## src/rtl/disp_scan_ctrl.sv

```systemverilog
// disp_scan_ctrl: four-digit multiplexed display scanner with a double-buffered
// frame register. A prescaler paces the digit slots, Scan walks 0..3, and a new
// frame written through wr_* is held in a shadow set until the next frame
// boundary, so the visible digits never tear mid-frame.
//
// Optional feature macro: DISP_SCAN_BLINK_EN
//   defined   -> adds the blink input and a frame counter that toggles a blink
//                phase every BLINK_FRAMES frame boundaries; blinking digits are
//                forced blank during the high phase.
//   undefined -> no blink port, LES follows the active blank bits directly.
module disp_scan_ctrl #(
    parameter int PRESCALE     = 50000,
    parameter int BLINK_FRAMES = 32
) (
    input  logic        clk,
    input  logic        rst,
    input  logic        wr_en,
    input  logic [15:0] wr_hexs,
    input  logic [3:0]  wr_point,
    input  logic [3:0]  wr_les,
`ifdef DISP_SCAN_BLINK_EN
    input  logic [3:0]  blink,
`endif
    output logic        wr_ready,
    output logic [1:0]  Scan,
    output logic [15:0] Hexs,
    output logic [3:0]  point,
    output logic [3:0]  LES,
    output logic        frame_done
);

    localparam int PW = (PRESCALE > 1) ? $clog2(PRESCALE) : 1;
    localparam logic [PW-1:0] PS_LAST = PW'(PRESCALE - 1);

    // Elaboration-time guards on the parameter ranges.
    if (PRESCALE < 2 || PRESCALE > (1 << 20)) begin : g_bad_prescale
        $error("disp_scan_ctrl: PRESCALE out of range");
    end
    if (BLINK_FRAMES < 1) begin : g_bad_blink
        $error("disp_scan_ctrl: BLINK_FRAMES must be at least 1");
    end

    logic [PW-1:0] presc_q, presc_d;
    logic [1:0]    scan_q, scan_d;
    logic          fd_q;
    logic          pend_q, pend_d;
    logic [15:0]   shd_hex_q, shd_hex_d;
    logic [3:0]    shd_pt_q, shd_pt_d;
    logic [3:0]    shd_les_q, shd_les_d;
    logic [15:0]   act_hex_q, act_hex_d;
    logic [3:0]    act_pt_q, act_pt_d;
    logic [3:0]    act_les_q, act_les_d;

    logic tick;
    logic boundary;
    logic accept;

    assign tick     = (presc_q == PS_LAST);
    assign boundary = tick && (scan_q == 2'd3);
    assign accept   = wr_en && !pend_q;
    assign wr_ready = !pend_q;

    // Next-state for the slot timer, digit select and the two frame buffers.
    // A write accepted in a boundary cycle lands in shadow only; the swap
    // uses the shadow contents as they were before that edge.
    always_comb begin
        presc_d   = tick ? '0 : presc_q + 1'b1;
        scan_d    = tick ? scan_q + 2'd1 : scan_q;
        pend_d    = pend_q;
        shd_hex_d = shd_hex_q;
        shd_pt_d  = shd_pt_q;
        shd_les_d = shd_les_q;
        act_hex_d = act_hex_q;
        act_pt_d  = act_pt_q;
        act_les_d = act_les_q;
        if (boundary && pend_q) begin
            act_hex_d = shd_hex_q;
            act_pt_d  = shd_pt_q;
            act_les_d = shd_les_q;
            pend_d    = 1'b0;
        end
        if (accept) begin
            shd_hex_d = wr_hexs;
            shd_pt_d  = wr_point;
            shd_les_d = wr_les;
            pend_d    = 1'b1;
        end
    end

    // State registers; reset blanks every digit and drops any pending frame.
    always_ff @(posedge clk) begin
        if (rst) begin
            presc_q   <= '0;
            scan_q    <= 2'd0;
            fd_q      <= 1'b0;
            pend_q    <= 1'b0;
            shd_hex_q <= 16'h0000;
            shd_pt_q  <= 4'h0;
            shd_les_q <= 4'h0;
            act_hex_q <= 16'h0000;
            act_pt_q  <= 4'h0;
            act_les_q <= 4'hF;
        end else begin
            presc_q   <= presc_d;
            scan_q    <= scan_d;
            fd_q      <= boundary;
            pend_q    <= pend_d;
            shd_hex_q <= shd_hex_d;
            shd_pt_q  <= shd_pt_d;
            shd_les_q <= shd_les_d;
            act_hex_q <= act_hex_d;
            act_pt_q  <= act_pt_d;
            act_les_q <= act_les_d;
        end
    end

`ifdef DISP_SCAN_BLINK_EN
    localparam int FW = (BLINK_FRAMES > 1) ? $clog2(BLINK_FRAMES) : 1;
    localparam logic [FW-1:0] FR_LAST = FW'(BLINK_FRAMES - 1);

    logic [FW-1:0] frm_q, frm_d;
    logic          phase_q, phase_d;

    // Blink phase advances once per BLINK_FRAMES completed frames.
    always_comb begin
        frm_d   = frm_q;
        phase_d = phase_q;
        if (boundary) begin
            if (frm_q == FR_LAST) begin
                frm_d   = '0;
                phase_d = !phase_q;
            end else begin
                frm_d = frm_q + 1'b1;
            end
        end
    end

    // Frame counter and blink phase registers.
    always_ff @(posedge clk) begin
        if (rst) begin
            frm_q   <= '0;
            phase_q <= 1'b0;
        end else begin
            frm_q   <= frm_d;
            phase_q <= phase_d;
        end
    end

    assign LES = act_les_q | (blink & {4{phase_q}});
`else
    assign LES = act_les_q;
`endif

    assign Scan       = scan_q;
    assign Hexs       = act_hex_q;
    assign point      = act_pt_q;
    assign frame_done = fd_q;

endmodule
```

## config.mk

```make
export PLATFORM = sky130hd
export DESIGN_NAME = disp_scan_ctrl
export DESIGN_NICKNAME = d
export VERILOG_FILES = /design/src/rtl/disp_scan_ctrl.sv
export SDC_FILE = /design/constraint.sdc
export NUM_CORES = 1
export LEC_CHECK = 0
export CORE_UTILIZATION = 45
export CTS_CLUSTER_DIAMETER = 40
export CTS_CLUSTER_SIZE = 24
export DETAILED_ROUTE_END_ITERATION = 6
export MAX_ROUTING_LAYER = met4
export PLACE_DENSITY = 0.74
export SYNTH_ARGS = -nofsm -noshare
export SYNTH_HDL_FRONTEND = slang
export SYNTH_SLANG_ARGS = --single-unit
```

## constraint.sdc

```tcl
create_clock -name clk -period 1.68 [get_ports clk]
set_input_delay 0.168 -clock clk [delete_from_list [all_inputs] [get_ports clk]]
set_output_delay 0.168 -clock clk [all_outputs]
set_load 0.005 [all_outputs]
```

==> results.md <==
- Status: completed
- Final Hold Vio Count: 0
- Hold Buf Count CTS: 0
- Hold depth: 2
- Register area share after synthesis: 48.40%
- Peak Freq: 644.6 MHz
- Area grow syn2layout: 30.60%
- N_diodes: 0
- Layout cells sized above 1: under 10%
- Register bit total from synthesis: 68
- Vias in the first global route: 2,029
- Routed length per instance: roughly 12 um
- Top Family by Delay on Critical Path: simple AND/OR/NAND/NOR gates
- Clock Latency Late Sink: roughly 0.34 ns
- WP data arrival: 1.82 ns
- Initial antenna violation count: 0
- First-pass GRT wire length: 9087 um
- Worst slew margin: 83.37%
- # nets final: between 300 and 400
- Worst-path cell chain: ha_1, and4_4, nand4_4, nor2_8, buf_12, mux2i_1
- Min cycle time layout: 1.551 ns
- Clock Pin Slew Worst Setup and Hold Paths: about 0.07 ns
- Pins Over Slew Limit: 0
- Post-CTS Resized: 0
- Path type of the worst min-delay path: input port to flop
- CTS Buffer Depth: 2
- Tot GR Track Use: 18.95%
- H-Tree Level Count: 3
- Via density per instance: 4.817
- Main synth FF type: dfxtp_1
- Number of buffers created by CTS: 9
- Util after Layout: 61.32%
- Grt total ovfl: 0
- Cell depth of the worst setup path: 6
- CP Max Fanout: 15
- DIE WIDTH: around 81 um
- Cell area after synthesis: approximately 2800 um2
- Post-CTS Setup Inserts: 0
- Worst path buffer plus inverter count: 1
- Drt first-iter violations: 86
- Fill cell count: 518
- LEAKAGE: roughly 0.0014 uW
- Worst Setup End Kind: flop
- Yosys cell types: 29
- Post-detail-place hpwl: 3694 um
- Via count: 2,134
- Setup CP Type: flop to flop
- Max IR drop VDD: 594.9 uV
- Finished Cell Area: 3674 um2
- TritonCTS clock tree: done
- Slowest stage delay, CP: 0.38 ns
- Number of core rows: 28
- DRC: 0
- Sink Count: 68
- Setup Viol. Count Final: 0
- Setup TNS: 0 ns
- Critical Path RT: 1.95 ns
- Chip height: 81.06 um
- DRT Pass-1 Iters: 4
- Root Buffer: clkbuf_8
- Largest net degree at the start of global routing: around 50
- Avg Cell Area, Syn: 9.192 um2
- Worst-Margin Slew: around 0.25 ns
- RSZ-0062 raised after global routing: no
- EDFF count, synth: 0
- Cell Pwr Density: 871.6 nW/um2
- Final wirelength: 5467 um
- Slowest library cell on the worst path: dfxtp_1
- PortBufs: 54
- Die Area: 6571 um2
- Syn_nets: 335
- Synth warn: 0
- Initial Util: roughly 47%
- Worst Reg2Reg Path Length in Cells: 6
- Post-DP Area: between 3000 and 4000 um2
- FFs w/ async S/R, synth: 0%
- Post-Syn Instances: 306
- Clk_skew: 0.008270 ns
- Core Area: about 6000 um2
- I/O pin cnt: 55
- Detail Route Antenna Nets: 0
- RePlAce Congestion: 0.8571
- Fin crit share: 92.34%
- Max Cap Viol: 0
- Worst setup SP type: flop
flip-flops by register name, summed over array words and instances (netlist names):
register,count
shd_hex_q,16
shd_les_q,4
Scan,2
Hexs,16
point,4
presc_q,16
frame_done,1
LES,4
pend_q,1
shd_pt_q,4
synthesized netlist by cell type, drive strengths merged (2+ instances only):
master  instances  area share (%)
ha              2            0.89
dfxtp          68              48
and4            5             1.6
nand2          53             7.1
nor2           30             4.6
xnor2           3            0.93
and4bb          2             1.0
buf             8             2.6
nand2b         42             9.3
xor2           12             3.7
nand4           6             1.9
clkbuf         11             1.5
a21oi          24             4.3
and3            3            0.67
nor3            2            0.76
mux2i          25             8.9
inv             2            0.27
nand3           5            0.89
logic make-up (layout without fill, tap and decap cells):
family / after synthesis / after routing / synth area share, %
buffers and inverters: 21 / 83 / 4.315
multiplexers: 25 / 25 / 8.897
adder cells (fa/ha/maj): 2 / 2 / 0.8895
XOR/XNOR: 15 / 15 / 4.671
AO/OA/AOI/OAI: 24 / 24 / 4.271
AND/OR/NAND/NOR: 151 / 151 / 28.56
flip-flops: 68 / 68 / 48.40
through the flow:
step | total power (uW) | hold WS (ns) | setup WS [ns] | cells
CTS | 3234 | 0.07192 | 0.1185 | 443
global placement | 1935 | 0.4419 | 0.2143 | 428
floorplan | 1824 | 0.3040 | 0.07709 | 306
finish | 3202 | 0.07939 | 0.1287 | 443
global route | 3339 | 0.07415 | 0.001111 | 443
detailed placement | 1940 | 0.4358 | 0.1460 | 428
final cells by class:
class	instances	area, um2	share of cell area, %
multi-input combinational	217	1333	36.27
timing repair buffer	66	688.2	18.73
inverter	2	7.507	0.2044
clock buffer	10	137.6	3.747
sequential	68	1361	37.06
tap	75	93.84	2.554
clock inverter	5	52.55	1.431
cells in the final DEF, fill, tap and decap left out:
cell type	n
dfxtp_1	68
nand2_1	53
clkdlybuf4s50_1	53
nand2b_1	42
nor2_1	29
mux2i_1	25
a21oi_1	24
xor2_1	12
clkbuf_8	10
buf_4	7
nand4_1	5
nand3_1	5
buf_12	5
and4_1	4
and3_1	3
xnor2_1	3
clkinv_2	3
inv_1	2
ha_1	2
nor2b_2	1
and4bb_2	1
and4bb_4	1
and4_4	1
nor3_4	1
nand4_4	1
nor2_8	1
and2_1	1
nor3b_1	1
nor3_1	1
bufinv_16	1
clkinvlp_4	1
buf_2	1
layer usage:
| metal | global-route usage [%] | wire length, um | part of all wire (%) | vias to the layer above |
|---|---|---|---|---|
| met4 | 7.143 | 76 | 1.4 | 0 |
| met3 | 6.180 | 228 | 4.2 | 10 |
| met5 | - | 0 | 0 | - |
| li1 | - | - | - | 1110 |
| met2 | 28.82 | 2592 | 47 | 40 |
| met1 | 23.29 | 2569 | 47 | 974 |
worst paths after layout:
path                                    from      endpoint  slack, ns
worst max-delay path              presc_q[0]       Hexs[7]       0.13
worst min-delay path                     rst   shd_pt_q[3]       0.08
worst max register to register    presc_q[0]       Hexs[7]       0.13
worst min register to register  shd_hex_q[7]  shd_hex_q[7]       0.46
report_power, final:
group | internal, uW | leakage [uW] | total, uW | switching [uW]
Combinational | 125 | 0.000714 | 227 | 102
Sequential | 1650 | 0.000552 | 1670 | 22.6
Clock | 709 | 0.0000979 | 1300 | 591
Total | 2490 | 0.00136 | 3200 | 715
Note: power is estimated with default switching activity, not from simulation.
